--- src/rtl/uart_alarm_loader_pkg.sv ---
// Shared types and constants for the UART alarm loader and the clock/alarm blocks
// that consume its hour/minute/second values.
package uart_alarm_loader_pkg;

    localparam logic [7:0] HEADER_DEFAULT = 8'hAA;
    localparam logic [7:0] MAX_HOUR       = 8'd23;
    localparam logic [7:0] MAX_MIN        = 8'd59;
    localparam logic [7:0] MAX_SEC        = 8'd59;

    typedef enum logic [2:0] {
        P_IDLE = 3'd0,
        P_HOUR = 3'd1,
        P_MIN  = 3'd2,
        P_SEC  = 3'd3,
        P_CHK  = 3'd4
    } parse_state_e;

    typedef enum logic [2:0] {
        RX_IDLE  = 3'd0,
        RX_START = 3'd1,
        RX_DATA  = 3'd2,
        RX_STOP  = 3'd3,
        RX_WAIT  = 3'd4
    } rx_state_e;

    function automatic int unsigned calc_clks_per_bit(input int unsigned clk_freq,
                                                       input int unsigned baud);
        return clk_freq / baud;
    endfunction

    // A frame is usable only if the XOR checksum matches and every field is in range.
    function automatic logic frame_ok(input logic [7:0] hour, input logic [7:0] min,
                                      input logic [7:0] sec, input logic [7:0] chk);
        return (chk == (hour ^ min ^ sec)) && !hour[7] && !min[7] && !sec[7] &&
               (hour <= MAX_HOUR) && (min <= MAX_MIN) && (sec <= MAX_SEC);
    endfunction

endpackage

--- src/rtl/uart_alarm_loader_rx.sv ---
// 8N1 byte receiver: input synchroniser, mid-bit sampling and stop-bit check.
module uart_rx_byte
    import uart_alarm_loader_pkg::*;
#(
    parameter int unsigned CLKS_PER_BIT = 10
) (
    input  logic       clk,
    input  logic       reset,
    input  logic       rx,
    output logic [7:0] rx_data,
    output logic       rx_valid,
    output logic       rx_ferr
);

    localparam logic [15:0] BIT_LAST  = 16'(CLKS_PER_BIT - 1);
    localparam logic [15:0] HALF_LAST = 16'(CLKS_PER_BIT / 2 - 1);

    rx_state_e   st_q, st_d;
    logic [1:0]  sync_q, sync_d;
    logic [15:0] cnt_q, cnt_d;
    logic [2:0]  bit_q, bit_d;
    logic [7:0]  shift_q, shift_d;
    logic [7:0]  data_q, data_d;
    logic        valid_q, valid_d;
    logic        ferr_q, ferr_d;
    logic        rx_s;

    assign rx_s     = sync_q[1];
    assign rx_data  = data_q;
    assign rx_valid = valid_q;
    assign rx_ferr  = ferr_q;

    // Receiver state register; synchroniser resets to the idle-high line level
    always_ff @(posedge clk or negedge reset) begin
        if (!reset) begin
            st_q    <= RX_IDLE;
            sync_q  <= 2'b11;
            cnt_q   <= 16'd0;
            bit_q   <= 3'd0;
            shift_q <= 8'd0;
            data_q  <= 8'd0;
            valid_q <= 1'b0;
            ferr_q  <= 1'b0;
        end else begin
            st_q    <= st_d;
            sync_q  <= sync_d;
            cnt_q   <= cnt_d;
            bit_q   <= bit_d;
            shift_q <= shift_d;
            data_q  <= data_d;
            valid_q <= valid_d;
            ferr_q  <= ferr_d;
        end
    end

    // Bit timing: a low line in idle is a start edge; it must still be low at half a bit
    always_comb begin
        st_d    = st_q;
        sync_d  = {sync_q[0], rx};
        cnt_d   = cnt_q + 16'd1;
        bit_d   = bit_q;
        shift_d = shift_q;
        data_d  = data_q;
        valid_d = 1'b0;
        ferr_d  = 1'b0;
        case (st_q)
            RX_IDLE: begin
                cnt_d = 16'd0;
                if (!rx_s) begin
                    st_d = RX_START;
                end else begin
                    st_d = RX_IDLE;
                end
            end
            RX_START: begin
                if (cnt_q == HALF_LAST) begin
                    cnt_d = 16'd0;
                    bit_d = 3'd0;
                    st_d  = rx_s ? RX_IDLE : RX_DATA;
                end else begin
                    st_d = RX_START;
                end
            end
            RX_DATA: begin
                if (cnt_q == BIT_LAST) begin
                    cnt_d   = 16'd0;
                    shift_d = {rx_s, shift_q[7:1]};
                    bit_d   = bit_q + 3'd1;
                    st_d    = (bit_q == 3'd7) ? RX_STOP : RX_DATA;
                end else begin
                    st_d = RX_DATA;
                end
            end
            RX_STOP: begin
                if (cnt_q == BIT_LAST) begin
                    cnt_d = 16'd0;
                    if (rx_s) begin
                        valid_d = 1'b1;
                        data_d  = shift_q;
                        st_d    = RX_IDLE;
                    end else begin
                        ferr_d = 1'b1;
                        st_d   = RX_WAIT;
                    end
                end else begin
                    st_d = RX_STOP;
                end
            end
            RX_WAIT: begin
                cnt_d = 16'd0;
                st_d  = rx_s ? RX_IDLE : RX_WAIT;
            end
            default: begin
                cnt_d = 16'd0;
                st_d  = RX_IDLE;
            end
        endcase
    end

endmodule

--- src/rtl/uart_alarm_loader.sv ---
// Frame parser in front of the alarm: HEADER, hour, minute, second, XOR checksum.
// Time outputs and uart_sign only ever change on a fully validated frame.
module uart_alarm_loader
    import uart_alarm_loader_pkg::*;
#(
    parameter int unsigned CLK_FREQ     = 50000000,
    parameter int unsigned BAUD         = 9600,
    parameter logic [7:0]  HEADER       = HEADER_DEFAULT,
    parameter int unsigned TIMEOUT_BITS = 40
) (
    input  logic       clk,
    input  logic       reset,
    input  logic       rx,
    input  logic       sign_clr,
    output logic [6:0] Big_uart,
    output logic [6:0] Middle_uart,
    output logic [6:0] Less_uart,
    output logic [6:0] uart_sign,
    output logic       frame_err
);

    localparam int unsigned CLKS_PER_BIT = calc_clks_per_bit(CLK_FREQ, BAUD);
    localparam logic [31:0] TMO_LAST     = 32'(TIMEOUT_BITS * CLKS_PER_BIT - 1);

    logic [7:0]   rx_data;
    logic         rx_valid;
    logic         rx_ferr;

    parse_state_e state_q, state_d;
    logic [7:0]   hour_q, hour_d, min_q, min_d, sec_q, sec_d;
    logic [31:0]  tmo_q, tmo_d;
    logic [6:0]   big_q, big_d, mid_q, mid_d, less_q, less_d;
    logic         sign_q, sign_d;
    logic         ferr_q, ferr_d;

    uart_rx_byte #(.CLKS_PER_BIT(CLKS_PER_BIT)) u_rx (
        .clk      (clk),
        .reset    (reset),
        .rx       (rx),
        .rx_data  (rx_data),
        .rx_valid (rx_valid),
        .rx_ferr  (rx_ferr)
    );

    assign Big_uart    = big_q;
    assign Middle_uart = mid_q;
    assign Less_uart   = less_q;
    assign uart_sign   = {6'd0, sign_q};
    assign frame_err   = ferr_q;

    // Parser, shadow, timeout and output registers
    always_ff @(posedge clk or negedge reset) begin
        if (!reset) begin
            state_q <= P_IDLE;
            hour_q  <= 8'd0;
            min_q   <= 8'd0;
            sec_q   <= 8'd0;
            tmo_q   <= 32'd0;
            big_q   <= 7'd0;
            mid_q   <= 7'd0;
            less_q  <= 7'd0;
            sign_q  <= 1'b0;
            ferr_q  <= 1'b0;
        end else begin
            state_q <= state_d;
            hour_q  <= hour_d;
            min_q   <= min_d;
            sec_q   <= sec_d;
            tmo_q   <= tmo_d;
            big_q   <= big_d;
            mid_q   <= mid_d;
            less_q  <= less_d;
            sign_q  <= sign_d;
            ferr_q  <= ferr_d;
        end
    end

    // Next-state logic; a frame accept sets uart_sign even when sign_clr is high
    always_comb begin
        state_d = state_q;
        hour_d  = hour_q;
        min_d   = min_q;
        sec_d   = sec_q;
        tmo_d   = (rx_valid || (state_q == P_IDLE)) ? 32'd0 : tmo_q + 32'd1;
        big_d   = big_q;
        mid_d   = mid_q;
        less_d  = less_q;
        sign_d  = sign_clr ? 1'b0 : sign_q;
        ferr_d  = 1'b0;
        case (state_q)
            P_IDLE: begin
                if (rx_valid && (rx_data == HEADER)) begin
                    state_d = P_HOUR;
                end else begin
                    state_d = P_IDLE;
                end
            end
            P_HOUR: begin
                if (rx_valid) begin
                    hour_d  = rx_data;
                    state_d = P_MIN;
                end else begin
                    state_d = P_HOUR;
                end
            end
            P_MIN: begin
                if (rx_valid) begin
                    min_d   = rx_data;
                    state_d = P_SEC;
                end else begin
                    state_d = P_MIN;
                end
            end
            P_SEC: begin
                if (rx_valid) begin
                    sec_d   = rx_data;
                    state_d = P_CHK;
                end else begin
                    state_d = P_SEC;
                end
            end
            P_CHK: begin
                if (rx_valid) begin
                    state_d = P_IDLE;
                    if (frame_ok(hour_q, min_q, sec_q, rx_data)) begin
                        big_d  = hour_q[6:0];
                        mid_d  = min_q[6:0];
                        less_d = sec_q[6:0];
                        sign_d = 1'b1;
                    end else begin
                        ferr_d = 1'b1;
                    end
                end else begin
                    state_d = P_CHK;
                end
            end
            default: begin
                state_d = P_IDLE;
            end
        endcase
        // Mid-frame line errors and stalls abandon the frame
        if ((state_q != P_IDLE) && !rx_valid && (rx_ferr || (tmo_q == TMO_LAST))) begin
            ferr_d  = 1'b1;
            state_d = P_IDLE;
        end else begin
            ferr_d = ferr_d;
        end
    end

endmodule

--- config.mk ---
export PLATFORM = sky130hd
export DESIGN_NAME = uart_alarm_loader
export DESIGN_NICKNAME = d
export VERILOG_FILES = /design/src/rtl/uart_alarm_loader_pkg.sv /design/src/rtl/uart_alarm_loader_rx.sv /design/src/rtl/uart_alarm_loader.sv
export SDC_FILE = /design/constraint.sdc
export NUM_CORES = 1
export LEC_CHECK = 0
export ABC_AREA = 1
export CAP_MARGIN = 25
export CORE_UTILIZATION = 54
export DETAILED_ROUTE_END_ITERATION = 8
export PLACE_DENSITY = 0.74
export SLEW_MARGIN = 20
export SYNTH_ARGS = -nofsm -noshare
export SYNTH_HDL_FRONTEND = slang
export SYNTH_SLANG_ARGS = --single-unit
--- constraint.sdc ---
create_clock -name clk -period 1.4 [get_ports clk]
set_input_delay 0.14 -clock clk [delete_from_list [all_inputs] [get_ports clk]]
set_output_delay 0.14 -clock clk [all_outputs]
set_load 0.01 [all_outputs]
* Word-level counts from Yosys, hierarchy flattened
Index checks and enable logic that the tools add are counted.
** Word-level totals
- Bits in registers :: 124
- Bits in latches :: 0
- Memory bits (writable) :: 0
- Bits in read-only memories :: 0
- Bits of input ports :: 4
- Output and inout port bits :: 29
- Logic and storage cells :: 105
- Memories kept :: 0
** Operators by class
- Add/subtract/negate cells :: 3
- Multipliers :: 0
- Divide/modulo/power cells :: 0
- $lt $le $gt $ge :: 3
- Equality and inequality tests :: 16
- Shift operators :: 0
- Mux-type cells :: 36
- Bitwise operators :: 2
- Reduce and logical (&&, ||, !) cells :: 27
** Operators by type and width (count)
- adder 32 x 1 -> 32 bit, second input constant :: 1
- == test 32 x 18 -> 1 bit, second input constant :: 1
- 2-to-1 mux 16 bit :: 2
- 2-to-1 mux 32 bit :: 1
- case mux 16 bit (2 select lines) :: 1
- case mux 3 bit (5 select lines) :: 2
- 2-to-1 mux 3 bit :: 9
- 2-to-1 mux 1 bit :: 18
- adder 16 x 1 -> 16 bit, second input constant :: 1
- == test 16 x 12 -> 1 bit, second input constant :: 1
- == test 16 x 13 -> 1 bit, second input constant :: 1
- less-or-equal comparator 8 x 6 -> 1 bit, second input constant :: 2
- XOR 8 bit :: 2
- == test 3 x 2 -> 1 bit, second input constant :: 4
- == test 3 bit, second input constant :: 3
- logical AND 1 bit :: 9
- AND reduction 3 bit :: 3
- == test 8 bit :: 1
- == test 8 bit, second input constant :: 1
- less-or-equal comparator 8 x 5 -> 1 bit, second input constant :: 1
- AND reduction 2 bit :: 4
- == test 3 x 1 -> 1 bit, second input constant :: 2
- zero test 3 bit :: 2
- case mux 3 bit (2 select lines) :: 1
- other kinds (8) :: 14

* Logic depth before layout (Yosys ltp)
Gate-level depths: netlist of the first run.
- Depth after elaboration :: 13
- Mapped depth :: 13
- Depth with buffers taken out :: 13

* Modules after synthesis
From an unflattened synthesis of the first run, not the netlist that was laid out.
** Unflattened totals
- Cells, all modules :: 831
- Area, all modules :: 6521.3 µm²
** By module, submodules not included
- uart_alarm_loader :: times used 1, cells each 566, area an instance 4395.5 µm², seq. area each 2052.0 µm²
- uart_rx_byte :: times used 1, cells each 265, area an instance 2125.8 µm², seq. area each 1053.5 µm²

* Worst setup path after synthesis of the first run
No wires, ideal clock.
- Path type :: register to register
- Start point :: reg tmo_q[0]
- End point :: reg tmo_q[28]
- Setup time :: 132 ps
- Data arrival time :: 1381 ps
- Required time :: 1268 ps
- Setup slack :: -113 ps
- Cell stages (with the launch flop) :: 11
- Path buffers :: 0
- Clock period less this slack :: 1513 ps
- Cells stage by stage :: dfrtp_1 -> ha_1 -> nand3_1 -> nor2_1 -> nand2_1 -> inv_2 -> nand2_1 -> nor2_2 -> nand2_1 -> xor2_1 -> nor2_1
** Between the ends
- Longest elaborated chain between the ends :: 2
** RTL lines
- start, declared :: RTL line uart_alarm_loader.sv:31 : logic [31:0] tmo_q, tmo_d;
- start signal, assigned :: RTL line uart_alarm_loader.sv:69 : tmo_q <= tmo_d;
- adder 32 x 1 -> 32 bit :: RTL line uart_alarm_loader.sv:84 : tmo_d = (rx_valid || (state_q == P_IDLE)) ? 32'd0 : tmo_q + 32'd1;
- 2-to-1 mux 32 bit :: RTL line uart_alarm_loader.sv:84
- named net tmo_d[28] :: RTL line uart_alarm_loader.sv:31
The timed path passes the listed nets, and every way through them passes these cells.
A chain may end at the register's enable or synchronous reset.

* Worst setup path in the final report of the first run
- Start point :: reg hour_q[1]
- End point :: reg mid_q[0] (netlist: Middle_uart[0])
** Between the ends
- Longest elaborated chain between the ends :: 10
- Elaborated cells between the ends (all ways) :: 11
- Classes of those cells :: order compare: 1; eq/ne: 1; bitwise: 2; reduce/logical: 7
** RTL lines
- start, declared :: RTL line uart_alarm_loader.sv:30 : logic [7:0] hour_q, hour_d, min_q, min_d, sec_q, sec_d;
- start signal, assigned :: RTL line uart_alarm_loader.sv:66 : hour_q <= hour_d;
- XOR 8 bit (2 in series) :: RTL line uart_alarm_loader_pkg.sv:34 : return (chk == (hour ^ min ^ sec)) && !hour[7] && !min[7] && !sec[7] &&
- == test 8 bit :: RTL line uart_alarm_loader_pkg.sv:34
- logical AND 1 bit (3 in series) :: RTL line uart_alarm_loader_pkg.sv:34
- logical AND 1 bit (*) :: RTL line uart_alarm_loader_pkg.sv:34
- logical AND 1 bit (*) (2 in series) :: RTL line uart_alarm_loader_pkg.sv:35 : (hour <= MAX_HOUR) && (min <= MAX_MIN) && (sec <= MAX_SEC);
- AND reduction 3 bit (no source line) (*)
- end signal, assigned :: RTL line uart_alarm_loader.sv:71 : mid_q <= mid_d;
- end, declared :: RTL line uart_alarm_loader.sv:32 : logic [6:0] big_q, big_d, mid_q, mid_d, less_q, less_d;
Mark *: on every way between the ends. The rest lies on a longest branch, timed or not.

==> qor.csv, run 1 <==
metric,value,unit
worst setup path class,reg -> reg,
antenna violations before repair,0,
maximum vdd drop,1.38,mV
dpl hpwl,11.0,mm
Worst Hold Class,in -> reg,
gpl congestion,0.921,
"Core Util, Final",0.830,
failing checks,setup timing,
Root Driver,clkbuf_16,
vias in the first global route,6047,
cell area after synthesis,0.00634,mm²
min cycle time layout,1940,ps
leak pwr,4.71,nW
first-pass GRT wire length,27.8,mm
crit-path max FO,22,
area grow syn2layout,49.6,%
syn avg cell area,7.95,µm²
Total Wirelength,21.6,mm
fmax,516,MHz
top post-synthesis cells by area,"dfrtp_1 48%, nand2_1 14%, inv_1 4.8%",
Boundary Pins,33,
post-synthesis cell count,797,
synth warn,0,
Tcrit/Tclk final,1.38,
R2R setup slack,-540,ps
GRT Total Usage,0.301,
skew final,10.3,ps
"Slew Viols, Final",0,
first drt pass iteration count,5,
clk slew on worst S/H paths,60,ps
CTS tree,built,
clock tree buffer depth,2,
Site Rows,39,
crit path DAT,2230,ps
CP most frequent cell,nand2_1,
initial DRC count,616,
clk_lat worst skew,430,ps
initial core utilization,0.555,
Die H,110,µm
Netlist cell types,39,
Max-Cap Viols,0,
r2r startpoint,hour_q[1],
Vias/cell,5.91,
worst r2r dst,Middle_uart[0],
RSZ-0062 raised after global routing,yes,
power share of the combinational group,0.015,
layout cell share with drive strength beyond 1,0.410,
switching power total,1.69,mW
Final nets,983,
number of synthesized register bits,124,
post-synth top area cell,dfrtp_1,
Pwr per Cell Area,893,mW/mm²
Int Power,6.78,mW
R2R depth,10,
H-tree depth,4,
post-synthesis sequential area ratio,0.490,
Hold Slack,124,ps
WL/cell,19.1,µm
post-synth top area share,0.482,
final count of hold timing violations,0,
crit path from,hour_q[1],
Flop pwr share,0.424,
Chip Width,110,µm
Clock Power Share,0.561,
Port Buffers,26,
total CTS buffers,17,
max incr delay on CP,490,ps
remaining antenna violation count,0,
pin count of the biggest net entering global routing,32,
Vias,6689,
floorplan core area,0.0114,mm²
crit-path cells,inv_2 > nand2_1 > nand3b_1 > nand3_2 > nand3_1 > nor2_4 > nand4_4 > buf_12 > nand2_2 > nand2_1,
final worst setup slack,-539,ps
crit path capture type,flop,
status,"complete, but fails checks",
DRC Markers,0,
crit start category,flop,
gr ovfl total,0,
sw frac,0.199,
Worst Setup EP,Middle_uart[0],
# clock sinks,124,
fillers,591,
Final setup viols,104,
CP max-delay cell,dfrtp_1,
Required @ worst endpoint,1690,ps
die area,0.0122,mm²
Place WS,-213,ps
-- timing repair --
item	in CTS	in global routing
setup buffers	17	22
pin swaps	33	72
gates cloned	1	0
gates resized for setup	112	182
hold buffers	1	0
endpoints found under the hold margin	23	0
endpoints found under the setup margin	112	101
-- flip-flops by register name, indices dropped and copies added (netlist names), 7 cells and up --
| name | cells |
|---|---|
| u_rx.rx_data | 8 |
| u_rx.shift_q | 8 |
| Middle_uart | 7 |
| u_rx.cnt_q | 16 |
| sec_q | 8 |
| min_q | 8 |
| tmo_q | 32 |
| hour_q | 8 |
| Big_uart | 7 |
| Less_uart | 7 |
-- how the worst min path moves through the flow --
stage               startpoint        endpoint  slack (ps)  cells after the start
floorplan                reset     Big_uart[0]        -160                      0
global placement         reset          sign_q         110                      1
detailed placement       reset    Less_uart[6]         120                      1
CTS                         rx  u_rx.sync_q[0]         120                      1
global route                rx  u_rx.sync_q[0]         140                      1
finish                      rx  u_rx.sync_q[0]         120                      1
-- cell usage in the layout, fill, tap and decap left out, types with 6 or more instances in the layout --
cell           synthesis  final
nand2_1              229    180
buf_4                  9    119
dfrtp_1              122    109
inv_1                 81     65
nor2_1                69     42
nand2_2               11     42
nand4_1               35     35
inv_2                 21     32
o21ai_0               48     31
nor2_4                 1     24
dlygate4sd2_1          0     23
buf_6                  3     20
nand2_4                1     19
nand3_1               30     19
a21oi_1               26     17
clkbuf_16              0     17
nor2_2                11     15
xor2_1                14     13
dfrtp_2                0     13
o21ai_2                1     12
nor3_4                 1     12
nand3_2                2     10
nor3_2                 5      9
nor3_1                24      9
buf_12                 0      9
a21oi_2                0      8
o21ai_1                4      7
conb_1                 1      6
-- layer usage --
metal / up-vias / global-route usage / wire [µm]
met5: - / 0 / 0
li1: 2936 / - / -
met2: 407 / 0.521 / 11100
met3: 136 / 0.0764 / 1580
met1: 3210 / 0.354 / 7840
met4: 0 / 0.128 / 1150
-- kinds of logic (layout without fill, tap and decap cells) --
kind of cell,after synthesis,count (layout),synth area share
AO/OA/AOI/OAI,88,88,0.0731
XOR/XNOR,20,20,0.0276
adder cells (fa/ha/maj),4,4,0.00790
buffers and inverters,123,309,0.0825
flip-flops,124,124,0.490
other,1,7,0.000592
AND/OR/NAND/NOR,437,437,0.318
-- critical path: cells and delay by family (launching register included) --
kind,cells,cell delay (ps)
buf+inv,2,290
flops,1,490
simple gates,8,1000
-- through the flow --
step	total power, mW	instances	cell area, µm²	setup TNS (ps)
finish	8.47	1132	9480	-24590
global route	8.63	1131	9480	-32360
CTS	8.44	1113	8680	-9320
detailed placement	3.78	1062	7620	-12840
global placement	3.77	1062	7620	-8500
floorplan	3.68	802	6400	-1200
-- cells in the mapped netlist, drive strengths merged --
library cell,instances
o211ai,2
ha,4
dfstp,2
a21o,1
a31oi,3
a21oi,26
nor3,30
clkbuf,5
inv,102
conb,1
xnor2,6
and3,1
o21ai,53
xor2,14
nor4,11
nand3b,4
nor2,82
buf,16
nand4,36
a211oi,1
o31ai,2
nand3,32
nand2,241
dfrtp,122
-- area by class of cell --
cell class / instances / area, µm² / share of cell area
diodes: 1 / 2.50 / 0.000264
clock buffers: 25 / 495 / 0.0523
clock inverters: 7 / 135 / 0.0143
inverters: 102 / 400 / 0.0422
multi-input cells: 555 / 3610 / 0.381
flip-flops and latches: 124 / 3120 / 0.329
well taps: 143 / 179 / 0.0189
repair buffers: 174 / 1530 / 0.161
repair inverters: 1 / 7.51 / 0.000792
-- power by group through the flow --
| stage | Sequential, mW | Clock [mW] | Combinational (mW) |
|---|---|---|---|
| 6_report | 3.59 | 4.75 | 0.123 |
| 5_1_grt | 3.59 | 4.90 | 0.142 |
| 4_1_cts | 3.59 | 4.72 | 0.125 |
| 3_5_place_dp | 3.66 | 0 | 0.122 |
| 3_3_place_gp | 3.66 | 0 | 0.119 |
| 2_1_floorplan | 3.66 | 0 | 0.0213 |
Power figures use the tool's default switching activity.
==> inputs of run 2 (changes only) <==
--- a/config.mk
+++ b/config.mk
@@ -8,6 +8,7 @@
 export ABC_AREA = 1
 export CAP_MARGIN = 25
 export CORE_UTILIZATION = 54
+export CTS_BUF_LIST = sky130_fd_sc_hd__clkbuf_16
 export DETAILED_ROUTE_END_ITERATION = 8
 export PLACE_DENSITY = 0.74
 export SLEW_MARGIN = 20
==> qor.csv, run 2 (synthesized netlist as in run 1, its figures left out) <==
metric,value,unit,change
"commonest non-fill, non-tap cell in the layout",nand2_1,,unchanged
Final nets,983,,unchanged
dpl cells,1062,,unchanged
DRC Markers,0,,unchanged
dpl hpwl,11.0,mm,unchanged
Root Driver,clkbuf_16,,unchanged
Die H,110,µm,unchanged
crit-path max FO,22,,unchanged
initial core utilization,0.555,,unchanged
status,"complete, but fails checks",,unchanged
Tcrit/Tclk final,1.31,,was 1.38
Port Buffers,26,,unchanged
skew final,9.76,ps,was 10.3 ps
remaining antenna violation count,0,,unchanged
"Slew Viols, Final",0,,unchanged
Chip Width,110,µm,unchanged
fmax,547,MHz,was 516 MHz
most frequent cells in the layout,"182 x nand2_1, 121 x buf_4, 109 x dfrtp_1",,"was 180 x nand2_1, 119 x buf_4, 109 x dfrtp_1"
floorplan core area,0.0114,mm²,unchanged
gpl congestion,0.921,,unchanged
Vias,6438,,"was 6,689"
gr ovfl total,0,,unchanged
Final setup viols,93,,was 104
most flop-heavy register,tmo_q,,unchanged
first-pass GRT wire length,28.6,mm,was 27.8 mm
vias in the first global route,6104,,"was 6,047"
crit path DAT,2130,ps,was 2230 ps
Site Rows,39,,unchanged
crit path capture type,flop,,unchanged
GRT Total Usage,0.309,,was 0.301
leak pwr,4.56,nW,was 4.71 nW
die area,0.0122,mm²,unchanged
initial DRC count,541,,was 616
Place WS,-213,ps,unchanged
RSZ-0062 raised after global routing,yes,,unchanged
first drt pass iteration count,5,,unchanged
clock tree buffer depth,2,,unchanged
Boundary Pins,33,,unchanged
area grow syn2layout,45.8,%,was 49.6%
H-tree depth,4,,unchanged
Worst Hold Class,in -> reg,,unchanged
maximum vdd drop,1.09,mV,was 1.38 mV
Required @ worst endpoint,1700,ps,was 1690 ps
total CTS buffers,17,,unchanged
min cycle time layout,1830,ps,was 1940 ps
final worst setup slack,-428,ps,was -539 ps
setup TNS,-18370,ps,"was -24,590 ps"
Max-Cap Viols,0,,unchanged
Pwr per Cell Area,885,mW/mm²,was 893 mW/mm²
worst setup path class,reg -> reg,,unchanged
clk_lat worst skew,420,ps,was 430 ps
CTS tree,built,,unchanged
final count of hold timing violations,0,,unchanged
antenna violations before repair,1,,was 0
crit start category,flop,,unchanged
clk slew on worst S/H paths,60,ps,about the same
Total Wirelength,19.5,mm,was 21.6 mm
failing checks,setup timing,,unchanged
Total Power,8.17,mW,was 8.47 mW
pin count of the biggest net entering global routing,32,,unchanged
WL/cell,17.2,µm,was 19.1 µm
Top Registers,"tmo_q: 32 flops, u_rx.cnt_q: 16 flops",,unchanged
layout cell share with drive strength beyond 1,0.389,,was 0.410
max reg flops,32,,unchanged
Vias/cell,5.69,,was 5.91
# clock sinks,124,,unchanged
non-filler instance count after layout,1132,,unchanged
## run 2: final timing paths
path	startpoint	to	slack [ps]	cells after the start
worst min register to register	u_rx.sync_q[0]	u_rx.sync_q[1]	350	0
worst max-delay path	min_q[1]	Middle_uart[1]	-430	12
worst max register to register	min_q[1]	Middle_uart[1]	-430	12
worst min-delay path	rx	u_rx.sync_q[0]	130	1
max in group asynchronous	reset	tmo_q[21]	570	3
min in group asynchronous	reset	Less_uart[6]	220	2
## run 2: power breakdown
group	internal, mW	switching [mW]	leakage, nW
Clock	2.91	1.55	0.305
Sequential	3.59	0.00106	1.69
Combinational	0.0328	0.0904	2.57
Total	6.53	1.64	4.56
## run 2: what timing repair did
| action | CTS | global route |
|---|---|---|
| endpoints found under the setup margin | 112 | 100 |
| pin swaps | 48 | 36 |
| hold buffers | 1 | 0 |
| setup buffers | 20 | 16 |
| endpoints found under the hold margin | 23 | 0 |
| cloned | 2 | 0 |
| gates resized for setup | 156 | 92 |
## run 2: layout make-up
| class | instances | area (µm²) |
|---|---|---|
| multi-input combinational | 555 | 3440 |
| sequential | 124 | 3120 |
| tap | 143 | 179 |
| clock buffer | 17 | 425 |
| clock inverter | 15 | 165 |
| timing repair buffer | 174 | 1510 |
| antenna | 1 | 2.50 |
| timing repair inverter | 1 | 7.51 |
| inverter | 102 | 393 |
| fill | 631 | 2180 |
## run 2: worst max-delay path: stages, from the launching register on
cell and delay, ps:
dfrtp_1 430, inv_2 60, nand2_1 90, nand2_1 80
nand2_1 130, nand2_1 100, nand2_2 120, nand2_4 80
nor2_8 120, nand4_4 130, buf_12 180, nand2_1 100
nand2_2 80
## run 2: through the flow
stage / cell area [µm²] / util / hold slack, ps
after floorplan: 6400 / - / -156
after global placement: 7620 / 0.667 / 113
after detailed placement: 7620 / 0.667 / 118
after CTS: 8820 / 0.772 / 118
after global routing: 9240 / 0.809 / 141
final: 9240 / 0.809 / 134
## run 2: metal layers
layer	part of all wire	track usage	up-vias
met5	0	0	-
met4	0.043	0.145	0
met3	0.068	0.0741	87
met2	0.50	0.529	327
met1	0.38	0.366	3101
li1	-	-	2923
